### src/rtl/register_file_reader.sv
// register_file_reader
//
// Walks an inclusive, optionally wrapping address range on one read port of
// the register file. Each word is streamed out with its address over a
// valid/ready handshake, at up to one word per cycle.
//
// Ports
//   clk        clock, rising edge
//   clr        asynchronous active-low reset
//   start      begin a scan (honoured only in IDLE with abort low)
//   first      first address of the scan, sampled on start
//   last       last address of the scan (inclusive), sampled on start
//   abort      end the current scan early, without a done pulse
//   rf_addr    read address to the register file (the scan pointer)
//   rf_data    combinational read data for rf_addr
//   out_data   streamed word
//   out_addr   address the streamed word was read from
//   out_valid  out_data/out_addr valid
//   out_ready  consumer accepts the word this cycle
//   busy       scan in progress
//   done       one-cycle pulse on normal completion
//
// state  | meaning
// -------+-------------------------------------------------------------
// IDLE   | waiting for start; output register empty
// SCAN   | words left to read; loads whenever the output slot is free
// DRAIN  | last word loaded, waiting for it to be accepted

module register_file_reader #(
  parameter int WORDS        = 16,
  parameter int BITS         = 32,
  parameter int ADDRESS_BITS = $clog2(WORDS)
) (
  input  logic                    clk,
  input  logic                    clr,
  input  logic                    start,
  input  logic [ADDRESS_BITS-1:0] first,
  input  logic [ADDRESS_BITS-1:0] last,
  input  logic                    abort,
  output logic [ADDRESS_BITS-1:0] rf_addr,
  input  logic [BITS-1:0]         rf_data,
  output logic [BITS-1:0]         out_data,
  output logic [ADDRESS_BITS-1:0] out_addr,
  output logic                    out_valid,
  input  logic                    out_ready,
  output logic                    busy,
  output logic                    done
);

  typedef enum logic [1:0] {
    ST_IDLE  = 2'd0,
    ST_SCAN  = 2'd1,
    ST_DRAIN = 2'd2
  } state_e;

  localparam logic [ADDRESS_BITS-1:0] MAX_ADDR = ADDRESS_BITS'(WORDS - 1);

  state_e                  state_q, state_d;
  logic [ADDRESS_BITS-1:0] ptr_q, ptr_d;
  logic [ADDRESS_BITS-1:0] last_q, last_d;
  logic [BITS-1:0]         odata_q, odata_d;
  logic [ADDRESS_BITS-1:0] oaddr_q, oaddr_d;
  logic                    ovalid_q, ovalid_d;
  logic                    done_q, done_d;

  logic [ADDRESS_BITS-1:0] first_clamped;
  logic [ADDRESS_BITS-1:0] last_clamped;
  logic [ADDRESS_BITS-1:0] ptr_next;
  logic                    start_ok;
  logic                    load;
  logic                    take;
  logic                    aborting;

  // Out-of-range addresses only exist when WORDS is not a power of two.
  generate
    if ((2 ** ADDRESS_BITS) > WORDS) begin : g_clamp
      assign first_clamped = (first > MAX_ADDR) ? MAX_ADDR : first;
      assign last_clamped  = (last  > MAX_ADDR) ? MAX_ADDR : last;
    end else begin : g_no_clamp
      assign first_clamped = first;
      assign last_clamped  = last;
    end
  endgenerate

  // Explicit wrap so non-power-of-two files still cycle through 0.
  assign ptr_next = (ptr_q == MAX_ADDR) ? '0 : ptr_q + 1'b1;

  assign start_ok = (state_q == ST_IDLE) && start && !abort;
  assign aborting = (state_q != ST_IDLE) && abort;
  assign take     = ovalid_q && out_ready;
  assign load     = (state_q == ST_SCAN) && (!ovalid_q || out_ready) && !abort;

  // State register and datapath registers
  always_ff @(posedge clk or negedge clr) begin
    if (!clr) begin
      state_q  <= ST_IDLE;
      ptr_q    <= '0;
      last_q   <= '0;
      odata_q  <= '0;
      oaddr_q  <= '0;
      ovalid_q <= 1'b0;
      done_q   <= 1'b0;
    end else begin
      state_q  <= state_d;
      ptr_q    <= ptr_d;
      last_q   <= last_d;
      odata_q  <= odata_d;
      oaddr_q  <= oaddr_d;
      ovalid_q <= ovalid_d;
      done_q   <= done_d;
    end
  end

  // Next-state logic
  always_comb begin
    state_d = state_q;
    case (state_q)
      ST_IDLE: begin
        if (start_ok) state_d = ST_SCAN;
      end
      ST_SCAN: begin
        if (abort)                          state_d = ST_IDLE;
        else if (load && (ptr_q == last_q)) state_d = ST_DRAIN;
      end
      ST_DRAIN: begin
        if (abort)     state_d = ST_IDLE;
        else if (take) state_d = ST_IDLE;
      end
      default: state_d = ST_IDLE;
    endcase
  end

  // Datapath / output next-values
  always_comb begin
    ptr_d    = ptr_q;
    last_d   = last_q;
    odata_d  = odata_q;
    oaddr_d  = oaddr_q;
    ovalid_d = ovalid_q;
    done_d   = 1'b0;

    if (start_ok) begin
      ptr_d  = first_clamped;
      last_d = last_clamped;
    end

    // A word handshaken alongside abort is simply gone: it was delivered.
    if (aborting) begin
      ovalid_d = 1'b0;
    end else if (load) begin
      odata_d  = rf_data;
      oaddr_d  = ptr_q;
      ovalid_d = 1'b1;
      // Pointer parks on the final address; it is reloaded on the next start.
      if (ptr_q != last_q) ptr_d = ptr_next;
    end else if (take) begin
      ovalid_d = 1'b0;
    end

    if ((state_q == ST_DRAIN) && take && !abort) done_d = 1'b1;
  end

  assign rf_addr   = ptr_q;
  assign out_data  = odata_q;
  assign out_addr  = oaddr_q;
  assign out_valid = ovalid_q;
  assign done      = done_q;
  assign busy      = (state_q != ST_IDLE);

endmodule

### config.mk
export PLATFORM = sky130hd
export DESIGN_NAME = register_file_reader
export DESIGN_NICKNAME = d
export VERILOG_FILES = /design/src/rtl/register_file_reader.sv
export SDC_FILE = /design/constraint.sdc
export NUM_CORES = 1
export LEC_CHECK = 0
export BUFFER_PORTS_ARGS = -buffer_cell sky130_fd_sc_hd__buf_2
export CAP_MARGIN = 20
export CORE_ASPECT_RATIO = 1.1
export CORE_UTILIZATION = 51
export DETAILED_ROUTE_END_ITERATION = 10
export GPL_ROUTABILITY_DRIVEN = 1
export PLACE_DENSITY = 0.89
export RECOVER_POWER = 100
export SYNTH_ARGS = -nofsm -noshare
export SYNTH_HDL_FRONTEND = slang
export SYNTH_SLANG_ARGS = --single-unit
### constraint.sdc
create_clock -name clk -period 4.32 [get_ports clk]
set_input_delay 0.432 -clock clk [delete_from_list [all_inputs] [get_ports clk]]
set_output_delay 0.432 -clock clk [all_outputs]
set_load 0.01 [all_outputs]
==> reports/results.ini, run 1 <==
[layout]
mostFrequentLayoutCells = dfrtp_1 (48), clkbuf_1 (46), buf_2 (43)
antenna_cells = 0
nNetsFinal = 269
final_cells = 274
area_growth_pct = 21.7
final_common_cell = dfrtp_1
drive_gt1_share_pct = 36.2
nFillCells = 318

[yosys]
syn_inst = 134
synth_top_area_share_pct = 58.2
synthesis.nets = 180
synth_area_leader_cell = dfrtp_1
synth-seq-cells = 48
synth_area_leaders = dfrtp_1 (58%), mux2_2 (15%), mux2_4 (9.5%), mux2i_1 (2.9%), buf_6 (2.7%)
ys_seq_area_share_pct = 58.2
ys_types = 29
yosysWarningCount = 0
syn_avg_cell_area_um2 = 15.4
syn_area_um2 = 2060

[clocking]
cts_sinks = 48
cts-root-buf = clkbuf_8
cts_buffers = 5
clk_pin_slew_ns = 0.08
cts_repair_resize_count = 0
cts_hold_buf = 0
cts_max_level = 2
clock_path_buffers = 2
worstSkewPairLatency_ns = 0.30
post_cts_buffers = 0
tritoncts = done

[die]
core_area_um2 = 3770
die_x_um = 62.7
die_h_um = 68.7
rows = 23
die-area_um2 = 4310
start_util_pct = 54.8
ioPinCount = 88

[detailed_routing]
vias_per_cell = 5.01
drt_first_pass_iters = 4
antenna_left = 0
drcViolationCount = 0
wl_mm = 3.87
drt_iter0_markers = 42
route.vias.total = 1373
post_drt_wl_per_cell_um = 14.1

[setup_path]
worst_setup_path_start_kind = register
cp.required_ns = 4.50
cp.arrival_ns = 2.80
crit_type = register to register
crit_fanout = 37
reg2regPathDepth = 4
worstSetupEndpointType = register

[global_routing]
grt-ovfl-total = 0
grt_pass1_vias = 1266
grt_start_max_net_pins = 49
grt_usage_pct = 18.7
grt_first_pass_wirelength_mm = 5.97
grt_antenna_before_repair = 0

[hold_path]
hold_class = input port to asynchronous set/reset pin

[timing]
slew_violations = 38
tightestPinTransition_ns = 1.93
timing.final.crit_share_pct = 60.7
max_freq_mhz = 381
rsz0062_at_grt = no
hold_violations = 0
min_period_ns = 2.62
tns_ns = 0
relSlewSlack_pct = -28.6
skew_ns = 0.00635
hold_slack_ns = 0.341
setup_viol = 0

[run]
cap_viol_max_count = 1

[placement]
hpwl_mm = 2.77
port_buffers = 87
place_congestion = 0.727
dp.cells = 265

[outcome]
violations = capacitance limit, slew limit
run_status = complete, but fails checks

[pwr]
ir_drop_mv = 0.303
power.static_leakage_nw = 1.13
powerDensity_nw_per_um2 = 704

[final timing paths]
| check | start | slack (ns) | to |
|---|---|---|---|
| max | state_q[0] | 1.70 | out_data[9] |
| min | clr | 0.34 | out_data[18] |
| max reg2reg | state_q[0] | 1.70 | out_data[9] |
| min reg2reg | out_data[12] | 0.50 | out_data[12] |
| max in group asynchronous | clr | 2.15 | state_q[1] |
| min in group clk | rf_data[28] | 0.34 | out_data[28] |
[critical path, stage by stage (launching register included)]
cell and delay, ns:
dfrtp_1 0.39, nor2b_1 0.16, nand3b_1 0.11, clkbuf_1 1.39, mux2_2 0.44
[through the flow]
| step | util [%] | setup WS (ns) | total power [W] | area [um2] |
|---|---|---|---|---|
| 3_3_place_gp | 66.3 | 2.33 | 0.00152 | 2500 |
| 6_report | 66.6 | 1.70 | 0.00177 | 2510 |
| 3_5_place_dp | 66.3 | 2.29 | 0.00155 | 2500 |
| 4_1_cts | 69.6 | 2.27 | 0.00189 | 2620 |
| 2_1_floorplan | - | 2.64 | 0.00127 | 2060 |
| 5_1_grt | 66.6 | 1.49 | 0.00189 | 2510 |
[synthesized netlist by cell type]
library cell and n:
buf_6 5, o21ai_0 1, nor3b_2 1, or2b_1 1, a21o_1 1, mux2i_1 6, nor2_1 3, o21a_1 1
inv_1 1, a41oi_1 1, buf_4 1, nand4_1 1, or2_4 1, a21oi_1 2, dfrtp_1 48, nand3b_1 1
o22ai_1 1, nand2_1 2, nand2b_1 1, nor3b_1 1, clkbuf_2 1, ha_1 1, xnor2_1 5, a31o_2 1
nor2b_2 1, nor2b_1 3, mux2_4 13, mux2_2 28, o21bai_1 1
[layout make-up]
class                           count  area, um2  share of cell area (%)
Clock buffer                        6       82.6                    3.29
Multi-Input combinational cell     78        736                    29.3
Timing Repair Buffer               89        388                    15.4
Clock inverter                      2       38.8                    1.54
Sequential cell                    48       1200                    47.8
Inverter                            1       3.75                   0.149
Tap cell                           50       62.6                    2.49
[logic make-up (layout without fill, tap and decap cells)]
group                    count (synthesis)  count (layout)  share of synthesized area (%)
flip-flops                              48              48                           58.2
multiplexers                            47              47                           27.6
AND/OR/NAND/NOR                         16              16                           4.97
AO/OA/AOI/OAI                            9               9                           2.97
buffers and inverters                    8              98                           3.51
XOR/XNOR                                 5               5                           2.12
adder cells (fa/ha/maj)                  1               1                          0.606
[power breakdown]
group	leakage, nW	internal [W]	total [W]	switching [W]
Sequential	0.575	0.000658	0.000804	0.000146
Combinational	0.496	0.000314	0.000632	0.000318
Clock	0.0614	0.000189	0.000333	0.000144
Total	1.13	0.00116	0.00177	0.000608
[layer usage]
layer	vias up	track usage [%]	wire, um
met5	-	0	0
met4	0	7.85	55
met3	6	5.26	269
met2	71	29.6	1780
met1	650	24.5	1760
li1	646	-	-
[sequential cells by signal (all words and copies together), names as in the netlist]
register	flops
rf_addr	4
out_addr	4
last_q	4
out_valid	1
done	1
out_data	32
state_q	2
(Power assumes the default switching activity.)
==> run 2: changes to the inputs <==
CORE_UTILIZATION = 47   (was 51)
PLACE_DENSITY = 0.83   (was 0.89)
clock period = 2.6 ns   (was 4.32 ns; I/O delays follow)
==> reports/results.ini, run 2 (same netlist as run 1, synthesis figures left out) <==
[detailed_routing]
routed.top_layer = met4  ; unchanged
drt_first_pass_iters = 3  ; was 4
wl_met1_mm = 1.66  ; was 1.76 mm
antenna_left = 0  ; unchanged
route.vias.total = 1342  ; was 1373
dr_wl_met3_um = 309  ; was 269 um
post_drt_wl_per_cell_um = 13.0  ; was 14.1 um
wl_mm = 3.63  ; was 3.87 mm
drcViolationCount = 0  ; unchanged
vias_per_cell = 4.81  ; was 5.01
drt_iter0_markers = 42  ; unchanged
dr_wl_met2_mm = 1.64  ; was 1.78 mm

[placement]
dp.cells = 269  ; was 265
hpwl_mm = 2.66  ; was 2.77 mm
place_congestion = 0.694  ; was 0.727
port_buffers = 87  ; unchanged
post_dp_cell_area_um2 = 2520  ; was 2500 um2

[pwr]
internal_power_w = 0.00192  ; was 0.00116 W
switching_share_pct = 34.1  ; was 34.4%
power_w = 0.00292  ; was 0.00177 W
power_frac_comb_pct = 36.6  ; was 35.7%
seqPwrFrac_pct = 45.1  ; was 45.4%
power.switching_w = 0.000997  ; was 0.000608 W
p_clk_share_pct = 18.3  ; was 18.8%
powerDensity_nw_per_um2 = 1150  ; was 704 nW/um2
power.static_leakage_nw = 1.15  ; was 1.13 nW
ir_drop_mv = 0.774  ; was 0.303 mV

[layout]
final_cells = 279  ; was 274
antenna_cells = 0  ; unchanged
drive_gt1_share_pct = 38.3  ; was 36.2%
largest_reg_flops = 32  ; unchanged
nNetsFinal = 272  ; was 269
area_growth_pct = 23.1  ; was 21.7%
mostFrequentLayoutCells = dfrtp_1 (48), clkbuf_1 (45), buf_2 (44)  ; was dfrtp_1 (48), clkbuf_1 (46), buf_2 (43)
final_common_cell = dfrtp_1  ; unchanged
stdcell_area_um2 = 2540  ; was 2510 um2

[setup_path]
slowest_stage = clkbuf_1  ; unchanged
cp.required_ns = 2.78  ; was 4.50 ns
crit_type = register to register  ; unchanged
crit_path_frequent_cell = mux2_4
cp.arrival_ns = 2.21  ; was 2.80 ns
crit_chain = or2_0 -> nor3b_1 -> clkbuf_1 -> mux2_4 -> mux2_4  ; was nor2b_1 -> nand3b_1 -> clkbuf_1 -> mux2_2
worstSetupEndpointType = register  ; unchanged
cp_slowest_stage_delay_ns = 0.44  ; was 1.39 ns
worst_setup_path_start_kind = register  ; unchanged
crit_fanout = 9  ; was 37

[die]
rows = 24  ; was 23
core_area_um2 = 4080  ; was 3770 um2
ioPinCount = 88  ; unchanged
die-area_um2 = 4660  ; was 4310 um2
die_h_um = 71.5  ; was 68.7 um
die_x_um = 65.2  ; was 62.7 um
start_util_pct = 50.6  ; was 54.8%

[clocking]
cts_max_level = 2  ; unchanged
tritoncts = done  ; unchanged
clock_path_buffers = 2  ; unchanged
cts_buffers = 5  ; unchanged
cts-root-buf = clkbuf_8  ; unchanged
post_cts_buffers = 0  ; unchanged
worstSkewPairLatency_ns = 0.29  ; was 0.30 ns
cts_sinks = 48  ; unchanged
clk_pin_slew_ns = 0.09  ; was 0.08 ns

[run]
cap_viol_max_count = 0  ; was 1

[timing]
hold_violations = 0  ; unchanged
relSlewSlack_pct = 40.2  ; was -28.6%
skew_ns = 0.00440  ; was 0.00635 ns
tns_ns = 0  ; unchanged
slew_violations = 0  ; was 38
setup_viol = 0  ; unchanged
tightestPinTransition_ns = 0.897  ; was 1.93 ns
min_period_ns = 2.03  ; was 2.62 ns
timing.final.crit_share_pct = 78.1  ; was 60.7%
rsz0062_at_grt = no  ; unchanged
max_freq_mhz = 493  ; was 381 MHz

[global_routing]
grt_pass1_vias = 1275  ; was 1266
grt_antenna_before_repair = 0  ; unchanged
grt_start_max_net_pins = 49  ; unchanged
grt_first_pass_wirelength_mm = 5.77  ; was 5.97 mm
grt-ovfl-total = 0  ; unchanged
grt_usage_pct = 16.0  ; was 18.7%

[hold_path]
hold_class = input port to register  ; was input port to asynchronous set/reset pin

[outcome]
run_status = complete, no violations  ; was complete, but fails checks

## run 2: changes by cell type in the layout (fill, tap and decap cells not counted)
cell,delta
buf_2,+1
clkbuf_1,-1
clkbuf_2,+2
clkbuf_8,-1
clkinv_4,-1
clkinvlp_4,+1
dlygate4sd3_1,+1
inv_6,+1
mux2_1,-3
mux2_4,+3
## run 2: critical path, delay by kind of cell (launching register included)
family	cells	cell delay, ns
buf+inv	1	0.44
flops	1	0.41
mux	2	0.60
simple gates	2	0.48
## run 2: routing by layer
layer  global-route usage [%]  up-vias
met5                        0        -
met4                     2.90        0
met3                     5.25        2
met2                     26.7       64
met1                     20.4      620
li1                         -      656
## run 2: power by group through the flow
stage               Clock, W  Combinational [W]  Sequential (W)
global placement           0            0.00122         0.00131
CTS                 0.000557            0.00125         0.00131
finish              0.000536            0.00107         0.00132
floorplan                  0           0.000654         0.00146
detailed placement         0            0.00124         0.00133
global route        0.000579            0.00118         0.00137
## run 2: timing repair
action                    CTS  global route
hold buffers                0             1
gates resized for setup     0             0
hold endpoints to repair    0            16
## run 2: cell type report
type                       count  area, um2
clock buffer                   5       68.8
inverter                       1       3.75
sequential                    48       1200
timing repair buffer          92        409
clock inverter                 3       46.3
fill                         359       1540
tap                           52       65.1
multi-input combinational     78        747
## run 2: worst paths after layout
check / startpoint / slack, ns / endpoint / depth (start not counted)
min reg2reg: out_addr[3] / 0.49 / out_addr[3] / 2
max: state_q[1] / 0.57 / rf_addr[1] / 5
min in group asynchronous: clr / 0.59 / out_data[16] / 2
min: rf_data[28] / 0.18 / out_data[28] / 2
max in group asynchronous: clr / 0.75 / out_data[8] / 3
max reg2reg: state_q[1] / 0.57 / rf_addr[1] / 5
## run 2: stage by stage
stage | worst slack, ns | utilization (%) | hold slack, ns
3_5_place_dp | 0.874 | 61.7 | 0.471
3_3_place_gp | 0.899 | 61.7 | 0.464
6_report | 0.570 | 62.2 | 0.175
4_1_cts | 0.853 | 64.5 | 0.170
5_1_grt | 0.416 | 62.2 | 0.166
2_1_floorplan | 0.916 | - | -0.0356
